## src/rtl/keypad_entry_ctrl.sv

```systemverilog
// Keypad digit accumulator: builds a multi-digit decimal value, range-checks it and
// offers it on valid/ready. Define KEYPAD_TIMEOUT_EN to abort idle entries on inactivity.
module keypad_entry_ctrl #(
  parameter int NUM_DIGITS     = 3,
  parameter int VAL_W          = 10,
  parameter int MAX_VALUE      = 999,
  parameter int TIMEOUT_CYCLES = 50_000_000,
  parameter int TMO_W          = 26
) (
  input  logic             clk,
  input  logic             rst_n,
  input  logic [3:0]       key_code,
  input  logic             key_strobe,
  output logic [VAL_W-1:0] cfg_value,
  output logic             cfg_valid,
  input  logic             cfg_ready,
  output logic             entry_busy,
  output logic [2:0]       digit_count,
  output logic             err,
  output logic             key_dropped
);

  // state   | meaning
  // IDLE    | waiting for the first digit of an entry
  // COLLECT | accumulating digits, inactivity timer running
  // CHECK   | one cycle range check of the assembled value
  // OFFER   | cfg_value presented until cfg_ready
  // ERROR   | one cycle err pulse, entry discarded
  typedef enum logic [2:0] {
    S_IDLE    = 3'd0,
    S_COLLECT = 3'd1,
    S_CHECK   = 3'd2,
    S_OFFER   = 3'd3,
    S_ERROR   = 3'd4
  } state_t;

  localparam int               ACC_W    = VAL_W + 4;
  localparam logic [2:0]       LAST_CNT = 3'(NUM_DIGITS);
  localparam logic [VAL_W-1:0] MAX_V    = VAL_W'(MAX_VALUE);

  state_t           state_q, state_d;
  logic [VAL_W-1:0] acc_q, acc_d;
  logic [VAL_W-1:0] cfg_value_q, cfg_value_d;
  logic [2:0]       cnt_q, cnt_d;
  logic             key_dropped_q, key_dropped_d;

  logic             is_digit;
  logic [ACC_W-1:0] acc_calc;
  logic [2:0]       cnt_inc;
  logic             tmo_hit;

  assign is_digit = (key_code <= 4'd9);
  // Wide intermediate so acc*10+digit cannot wrap before truncation to VAL_W.
  assign acc_calc = ({4'd0, acc_q} * ACC_W'(10)) + {{VAL_W{1'b0}}, key_code};
  assign cnt_inc  = cnt_q + 3'd1;

`ifdef KEYPAD_TIMEOUT_EN
  localparam logic [TMO_W-1:0] TMO_LAST = TMO_W'(TIMEOUT_CYCLES - 1);

  logic [TMO_W-1:0] tmo_q, tmo_d;

  assign tmo_hit = (tmo_q == TMO_LAST);

  // Counter only runs through silent COLLECT cycles; any strobe or other state zeroes it.
  always_comb begin
    tmo_d = '0;
    if (state_q == S_COLLECT && !key_strobe) begin
      tmo_d = tmo_q + TMO_W'(1);
    end
  end

  always_ff @(posedge clk or negedge rst_n) begin
    if (!rst_n) begin
      tmo_q <= '0;
    end else begin
      tmo_q <= tmo_d;
    end
  end
`else
  assign tmo_hit = 1'b0;
`endif

  always_comb begin
    state_d       = state_q;
    acc_d         = acc_q;
    cnt_d         = cnt_q;
    cfg_value_d   = cfg_value_q;
    key_dropped_d = key_strobe && (state_q == S_CHECK || state_q == S_OFFER);
    case (state_q)
      S_IDLE: begin
        if (key_strobe && is_digit) begin
          acc_d   = VAL_W'(key_code);
          cnt_d   = 3'd1;
          state_d = (LAST_CNT == 3'd1) ? S_CHECK : S_COLLECT;
        end
      end
      S_COLLECT: begin
        if (key_strobe) begin
          if (is_digit) begin
            acc_d = acc_calc[VAL_W-1:0];
            cnt_d = cnt_inc;
            if (cnt_inc == LAST_CNT) begin
              state_d = S_CHECK;
            end
          end
        end else if (tmo_hit) begin
          state_d = S_ERROR;
        end
      end
      S_CHECK: begin
        if (acc_q <= MAX_V) begin
          cfg_value_d = acc_q;
          state_d     = S_OFFER;
        end else begin
          state_d = S_ERROR;
        end
      end
      S_OFFER: begin
        if (cfg_ready) begin
          acc_d   = '0;
          cnt_d   = 3'd0;
          state_d = S_IDLE;
        end
      end
      S_ERROR: begin
        acc_d   = '0;
        cnt_d   = 3'd0;
        state_d = S_IDLE;
      end
      default: begin
        acc_d   = '0;
        cnt_d   = 3'd0;
        state_d = S_IDLE;
      end
    endcase
  end

  always_ff @(posedge clk or negedge rst_n) begin
    if (!rst_n) begin
      state_q       <= S_IDLE;
      acc_q         <= '0;
      cnt_q         <= 3'd0;
      cfg_value_q   <= '0;
      key_dropped_q <= 1'b0;
    end else begin
      state_q       <= state_d;
      acc_q         <= acc_d;
      cnt_q         <= cnt_d;
      cfg_value_q   <= cfg_value_d;
      key_dropped_q <= key_dropped_d;
    end
  end

  assign cfg_value   = cfg_value_q;
  assign cfg_valid   = (state_q == S_OFFER);
  assign entry_busy  = (state_q == S_COLLECT) || (state_q == S_CHECK) || (state_q == S_OFFER);
  assign digit_count = cnt_q;
  assign err         = (state_q == S_ERROR);
  assign key_dropped = key_dropped_q;

endmodule

```

## config.mk

```make
export PLATFORM = sky130hd
export DESIGN_NAME = keypad_entry_ctrl
export DESIGN_NICKNAME = d
export VERILOG_FILES = /design/src/rtl/keypad_entry_ctrl.sv
export SDC_FILE = /design/constraint.sdc
export NUM_CORES = 1
export LEC_CHECK = 0
export ABC_AREA = 0
export BUFFER_PORTS_ARGS = -buffer_cell sky130_fd_sc_hd__buf_2
export CAP_MARGIN = 30
export CORE_ASPECT_RATIO = 0.75
export CORE_MARGIN = 2
export CORE_UTILIZATION = 55
export CTS_BUF_LIST = sky130_fd_sc_hd__clkbuf_8 sky130_fd_sc_hd__clkbuf_16
export CTS_CLUSTER_SIZE = 28
export DETAILED_ROUTE_END_ITERATION = 6
export PLACE_DENSITY = 0.82
export SLEW_MARGIN = 20
export SYNTH_ARGS = -nofsm -noshare
export SYNTH_HDL_FRONTEND = slang
export SYNTH_SLANG_ARGS = --single-unit
```

## constraint.sdc

```tcl
create_clock -name clk -period 7.8 [get_ports clk]
set_input_delay 1.56 -clock clk [delete_from_list [all_inputs] [get_ports clk]]
set_output_delay 1.56 -clock clk [all_outputs]
set_load 0.005 [all_outputs]
```

==> flow_summary.yaml, run 1 <==
timing:
  finalSetupTns_ps: 0
  hold_viol: 0
  finClkSkew_ps: 1.74
  slew_headroom_pct: 51.6
  rsz0062_at_grt: "false"
  setup_violations: 0
  hold_slack_ps: 475
  worst_pin_slew_ps: 724
  fin_crit_ps: 3120
  clock.fmax_mhz: 321
  drv_slew: 0
  fin_crit_sh_pct: 40.0
worst_setup_path:
  cp_top_family: "adder cells"
  slowest_delay_ps: 410
  crit_end: "acc_q[9]"
  slowest_stage: "fa_1"
  reg2reg_from: "acc_q[3]"
  cp.arrival_ps: 3290
  path_depth: 9
  start_kind: "input pin"
  worstRegToRegCells: 10
  rrSetupSlack_ps: 4990
  critPathCaptureType: "flop"
  worstSetupPathType: "input pin to flop"
  timing.rr.end: "acc_q[9]"
  critPathBufInv: 2
  cp_max_fo: 3
  worst-endpoint-required_ps: 7970
  worstPathCellList: "buf_2 -> ha_1 -> inv_1 -> fa_1 -> nor2b_1 -> o21bai_1 -> nor3_1 -> xnor3_1 -> a22o_1"
  startpoint: "key_code[1]"
cells_and_area:
  antenna_cells: 0
  stdcell_count: 236
  synthToLayoutAreaGrowth_pct: 11.9
  fin_area_um2: 1860
  drive_above_1_share_pct: 15.7
  nets: 225
  fillers: 245
routing:
  via_count: 1350
  viasPerCell: 5.72
  wire_per_inst_um: 15.3
  drt_pre_antenna_iters: 4
  final_antenna_net_count: 0
  drtIter0Drc: 109
  drc: 0
  routed_wl_mm: 3.60
yosys:
  synth_area_per_cell_um2: 9.47
  async_flop_share_pct: 100
  ys_seq_area_share_pct: 40.5
  yosys_warnings: 0
  synthTopCellsByCount: "nand2_1 (38), dfrtp_1 (27), ha_1 (16)"
  yosys_register_bits: 27
  ys_types: 37
  syn_nets: 202
  syn_area_um2: 1670
  synth_top_area_share_pct: 40.5
  syn_inst: 176
  synth_most_common_cell: "nand2_1"
  synth_top_area_cell: "dfrtp_1"
  synth_edf_count: 0
  ys.flop_type: "dfrtp_1"
  yosys-top-cells-area: "dfrtp_1 (41%), ha_1 (12%), nand2_1 (8.6%), xnor2_1 (4.7%), nor2_1 (2.7%)"
floorplan:
  coreArea_um2: 2910
  die_area_um2: 3490
  die-height_um: 51.7
  rows: 17
  die_w_um: 67.6
  initial_utilization_pct: 57.2
  ioPinCount: 25
grt:
  antenna_found_initial: 0
  grt_pass1_wl_mm: 6.27
  grt.total_usage_pct: 24.3
  grt-ovfl-total: 0
  grt_max_degree: 28
  first_global_vias: 1386
placed_design:
  dpl_cell_area_um2: 1820
  dp_cells: 232
  place.gp.congestion: 0.834
  numPortBuffers: 24
  dp_hpwl_mm: 2.88
clocking:
  clock-sinks: 27
  htreeDepth: 1
  cts_root_buffer: "clkbuf_8"
  cts_made_buffers: 3
  cts_buffer_depth: 2
  insertion_delay_ps: 270
  hold_buffers: 0
  post_cts_buffers: 0
  clkTransAtPathRegs_ps: 80
  cts_resized: 0
  tritoncts: "done"
power_and_ir_drop:
  clkPwrFrac_pct: 10.9
  p_switching_uw: 301
  p_seq_share_pct: 37.3
  combPwrFrac_pct: 51.7
  power.internal_uw: 396
  power.density_nw_per_um2: 374
  p_leak_nw: 0.975
  peakVddDrop_mv: 0.156
  p_sw_share_pct: 43.2
run:
  maxCapViolCount: 0
status:
  status: "complete, no violations"
hold_path:
  hold_path.class: "flop to flop"
cell usage in the layout (no fill, tap or decap), types with 2 or more instances in the layout:
master and instances:
fa_1 2, xor2_1 3, nand2_1 38, xnor2_1 9, nor2_1 12, clkbuf_8 3
ha_1 16, o21ai_0 6, and2_1 3, nand2b_1 3, a21o_1 2, dfrtp_1 27
nor3_1 5, nor2b_1 3, o31ai_1 3, mux2i_1 3, o41ai_1 2, inv_1 9
buf_2 24, a21oi_1 5, a22o_1 4
worst reg2reg max path, delay by kind of cell (launching register included):
| family | cells | cell delay (ps) |
|---|---|---|
| simple gates | 2 | 370 |
| buf+inv | 1 | 60 |
| flops | 1 | 480 |
| fa+ha+maj | 3 | 890 |
| compound gates | 2 | 400 |
| xor+xnor | 2 | 520 |
sequential cells by signal (all words and copies together), names as in the netlist:
register     count
key_dropped      1
acc_q           10
state_q          3
digit_count      3
cfg_value       10
kinds of logic (layout without fill, tap and decap cells):
group                      count (synthesis)  after routing  share of synthesized area, %
muxes                                      3              3                          1.80
DFF                                       27             27                          40.5
and+or+nand+nor                           69             69                          18.5
buffers and inverters                     15             37                          3.53
AOI/OAI and AO/OA                         31             31                          13.5
xor gates and xnor gates                  13             13                          7.66
adders and majority gates                 18             18                          14.4
layer usage:
metal	GRT usage, %	vias to the layer above	share of wire [%]
met5	0	-	0
met4	6.80	0	1.6
met3	4.98	7	7.2
met2	42.8	56	48
met1	30.3	638	43
li1	-	649	-
worst min path at each step:
stage / end / slack (ps) / start / cells after the start
6_report: cfg_value[4] / 480 / cfg_value[4] / 2
4_1_cts: cfg_value[5] / 480 / cfg_value[5] / 2
3_5_place_dp: cfg_value[5] / 460 / cfg_value[5] / 2
5_1_grt: cfg_value[4] / 510 / cfg_value[4] / 2
3_3_place_gp: cfg_value[2] / 450 / cfg_value[2] / 2
2_1_floorplan: cfg_value[9] / 450 / acc_q[9] / 2
metrics by stage:
| stage | power (mW) | setup slack [ps] | utilization [%] |
|---|---|---|---|
| 2_1_floorplan | 0.510 | 4710 | - |
| 3_3_place_gp | 0.589 | 4470 | 62.2 |
| 3_5_place_dp | 0.621 | 4390 | 62.4 |
| 4_1_cts | 0.700 | 4690 | 64.0 |
| 5_1_grt | 0.761 | 4500 | 64.0 |
| 6_report | 0.696 | 4680 | 64.0 |
power groups by stage:
stage,logic [mW],registers [mW],clock network (mW)
after floorplan,0.276,0.234,0
after global placement,0.334,0.255,0
after detailed placement,0.360,0.261,0
after CTS,0.364,0.258,0.0773
after global routing,0.411,0.268,0.0821
final,0.360,0.260,0.0760
cell type report:
class / count / area, µm² / area share, %
Timing Repair Buffer: 25 / 128 / 6.85
Tap cell: 38 / 47.5 / 2.55
Multi-Input combinational cell: 134 / 938 / 50.3
Clock buffer: 3 / 41.3 / 2.21
Sequential cell: 27 / 676 / 36.2
Clock inverter: 1 / 3.75 / 0.201
Inverter: 8 / 30.0 / 1.61
No activity file was read; power rests on OpenSTA's default activity.
==> inputs of run 2 (changes only) <==
- CORE_UTILIZATION: 55 -> 51
- PLACE_DENSITY: 0.82 -> 0.8
- clock period: 7.8 -> 2.8 ns (I/O delays scaled with it)
==> flow_summary.yaml, run 2 (synthesized netlist as in run 1, its figures left out) <==
status:
  status: "complete, no violations"
power_and_ir_drop:
  power.internal_mw: 1.11
  power.density_nw_per_um2: 1050
  peakVddDrop_mv: 0.523
  p_sw_share_pct: 43.6
  clkPwrFrac_pct: 11.5
  p_leak_nw: 0.979
  combPwrFrac_pct: 52.4
  p_switching_uw: 858
  p_seq_share_pct: 36.1
  power_mw: 1.97
cells_and_area:
  drive_above_1_share_pct: 16.8
  final_common_cell: "nand2_1"
  nets: 224
  synthToLayoutAreaGrowth_pct: 12.9
  fin_area_um2: 1880
  stdcell_count: 235
  final_cell_mix: "nand2_1 (38), dfrtp_1 (27), buf_2 (24)"
  antenna_cells: 0
  fin_util_pct: 62.3
routing:
  viasPerCell: 5.58
  wire_per_inst_um: 15.1
  via_count: 1312
  drt_pre_antenna_iters: 4
  drc: 0
  routed_wl_mm: 3.56
  final_antenna_net_count: 0
  drtIter0Drc: 107
clocking:
  clock-sinks: 27
  cts_resized: 0
  cts_root_buffer: "clkbuf_8"
  tritoncts: "done"
  insertion_delay_ps: 270
  clkTransAtPathRegs_ps: 90
  cts_made_buffers: 3
  hold_buffers: 0
  post_cts_buffers: 0
  htreeDepth: 1
  cts_buffer_depth: 2
timing:
  hold_viol: 0
  finalSetupTns_ps: 0
  fin_crit_sh_pct: 93.6
  rsz0062_at_grt: "false"
  slew_headroom_pct: 42.8
  fin_crit_ps: 2620
  worst_pin_slew_ps: 858
  drv_slew: 0
  finClkSkew_ps: 3.34
  hold_slack_ps: 285
  fin_ws_ps: 180
  setup_violations: 0
  clock.fmax_mhz: 382
worst_setup_path:
  cp.arrival_ps: 2790
  worstSetupPathType: "flop to flop"
  worst-endpoint-required_ps: 2970
  reg2reg_from: "acc_q[3]"
  worstRegToRegCells: 9
  cp_max_fo: 5
  timing.rr.end: "acc_q[9]"
  critPathCaptureType: "flop"
  rrSetupSlack_ps: 180
  start_kind: "flop"
grt:
  grt.total_usage_pct: 20.8
  first_global_vias: 1303
  antenna_found_initial: 0
  grt_max_degree: 28
  grt-ovfl-total: 0
  grt_pass1_wl_mm: 6.01
placed_design:
  numPortBuffers: 24
  place.gp.congestion: 0.860
  dp_hpwl_mm: 2.78
  dp_cells: 231
  dpl_cell_area_um2: 1820
  dp_slack_ps: 71.6
floorplan:
  ioPinCount: 25
  die_area_um2: 3750
  die_w_um: 70.0
  coreArea_um2: 3020
  die-height_um: 53.5
  initial_utilization_pct: 55.2
  rows: 17
run:
  maxCapViolCount: 0
hold_path:
  hold_path.class: "input pin to async pin"
[run 2: layout make-up]
type | instances | area [µm²]
well taps | 38 | 47.5
multi-input cells | 134 | 962
clock inverters | 1 | 5.00
flip-flops and latches | 27 | 676
clock buffers | 3 | 41.3
inverters | 8 | 30.0
repair buffers | 24 | 120
fillers | 269 | 1140
[run 2: worst max-delay path, cell delays in order (launching register included)]
cell	delay (ps)
dfrtp_1	440
ha_1	290
ha_1	230
inv_1	80
fa_1	460
nand3b_1	210
o21bai_1	210
nor3_2	170
xnor3_1	230
a22o_1	200
[run 2: how the worst max path moves through the flow]
| stage | depth (start not counted) | to | slack, ps | from |
|---|---|---|---|---|
| 2_1_floorplan | 10 | acc_q[9] | 310 | acc_q[3] |
| 3_3_place_gp | 10 | acc_q[9] | 230 | acc_q[3] |
| 3_5_place_dp | 10 | acc_q[9] | 70 | acc_q[3] |
| 4_1_cts | 10 | acc_q[9] | 70 | acc_q[3] |
| 5_1_grt | 10 | acc_q[9] | 30 | acc_q[3] |
| 6_report | 9 | acc_q[9] | 180 | acc_q[3] |
[run 2: power by group through the flow]
stage               clock [mW]  sequential (mW)  combinational, mW
floorplan                    0            0.652              0.768
global placement             0            0.701              0.953
detailed placement           0            0.716               1.01
CTS                      0.228            0.708               1.02
global route             0.243            0.734               1.15
finish                   0.225            0.711               1.03
[run 2: per-layer routing]
metal	up-vias	routed length (µm)	GRT usage, %
li1	644	-	-
met1	625	1790	28.7
met2	37	1580	34.3
met3	6	139	2.48
met4	0	46	7.69
met5	-	0	0
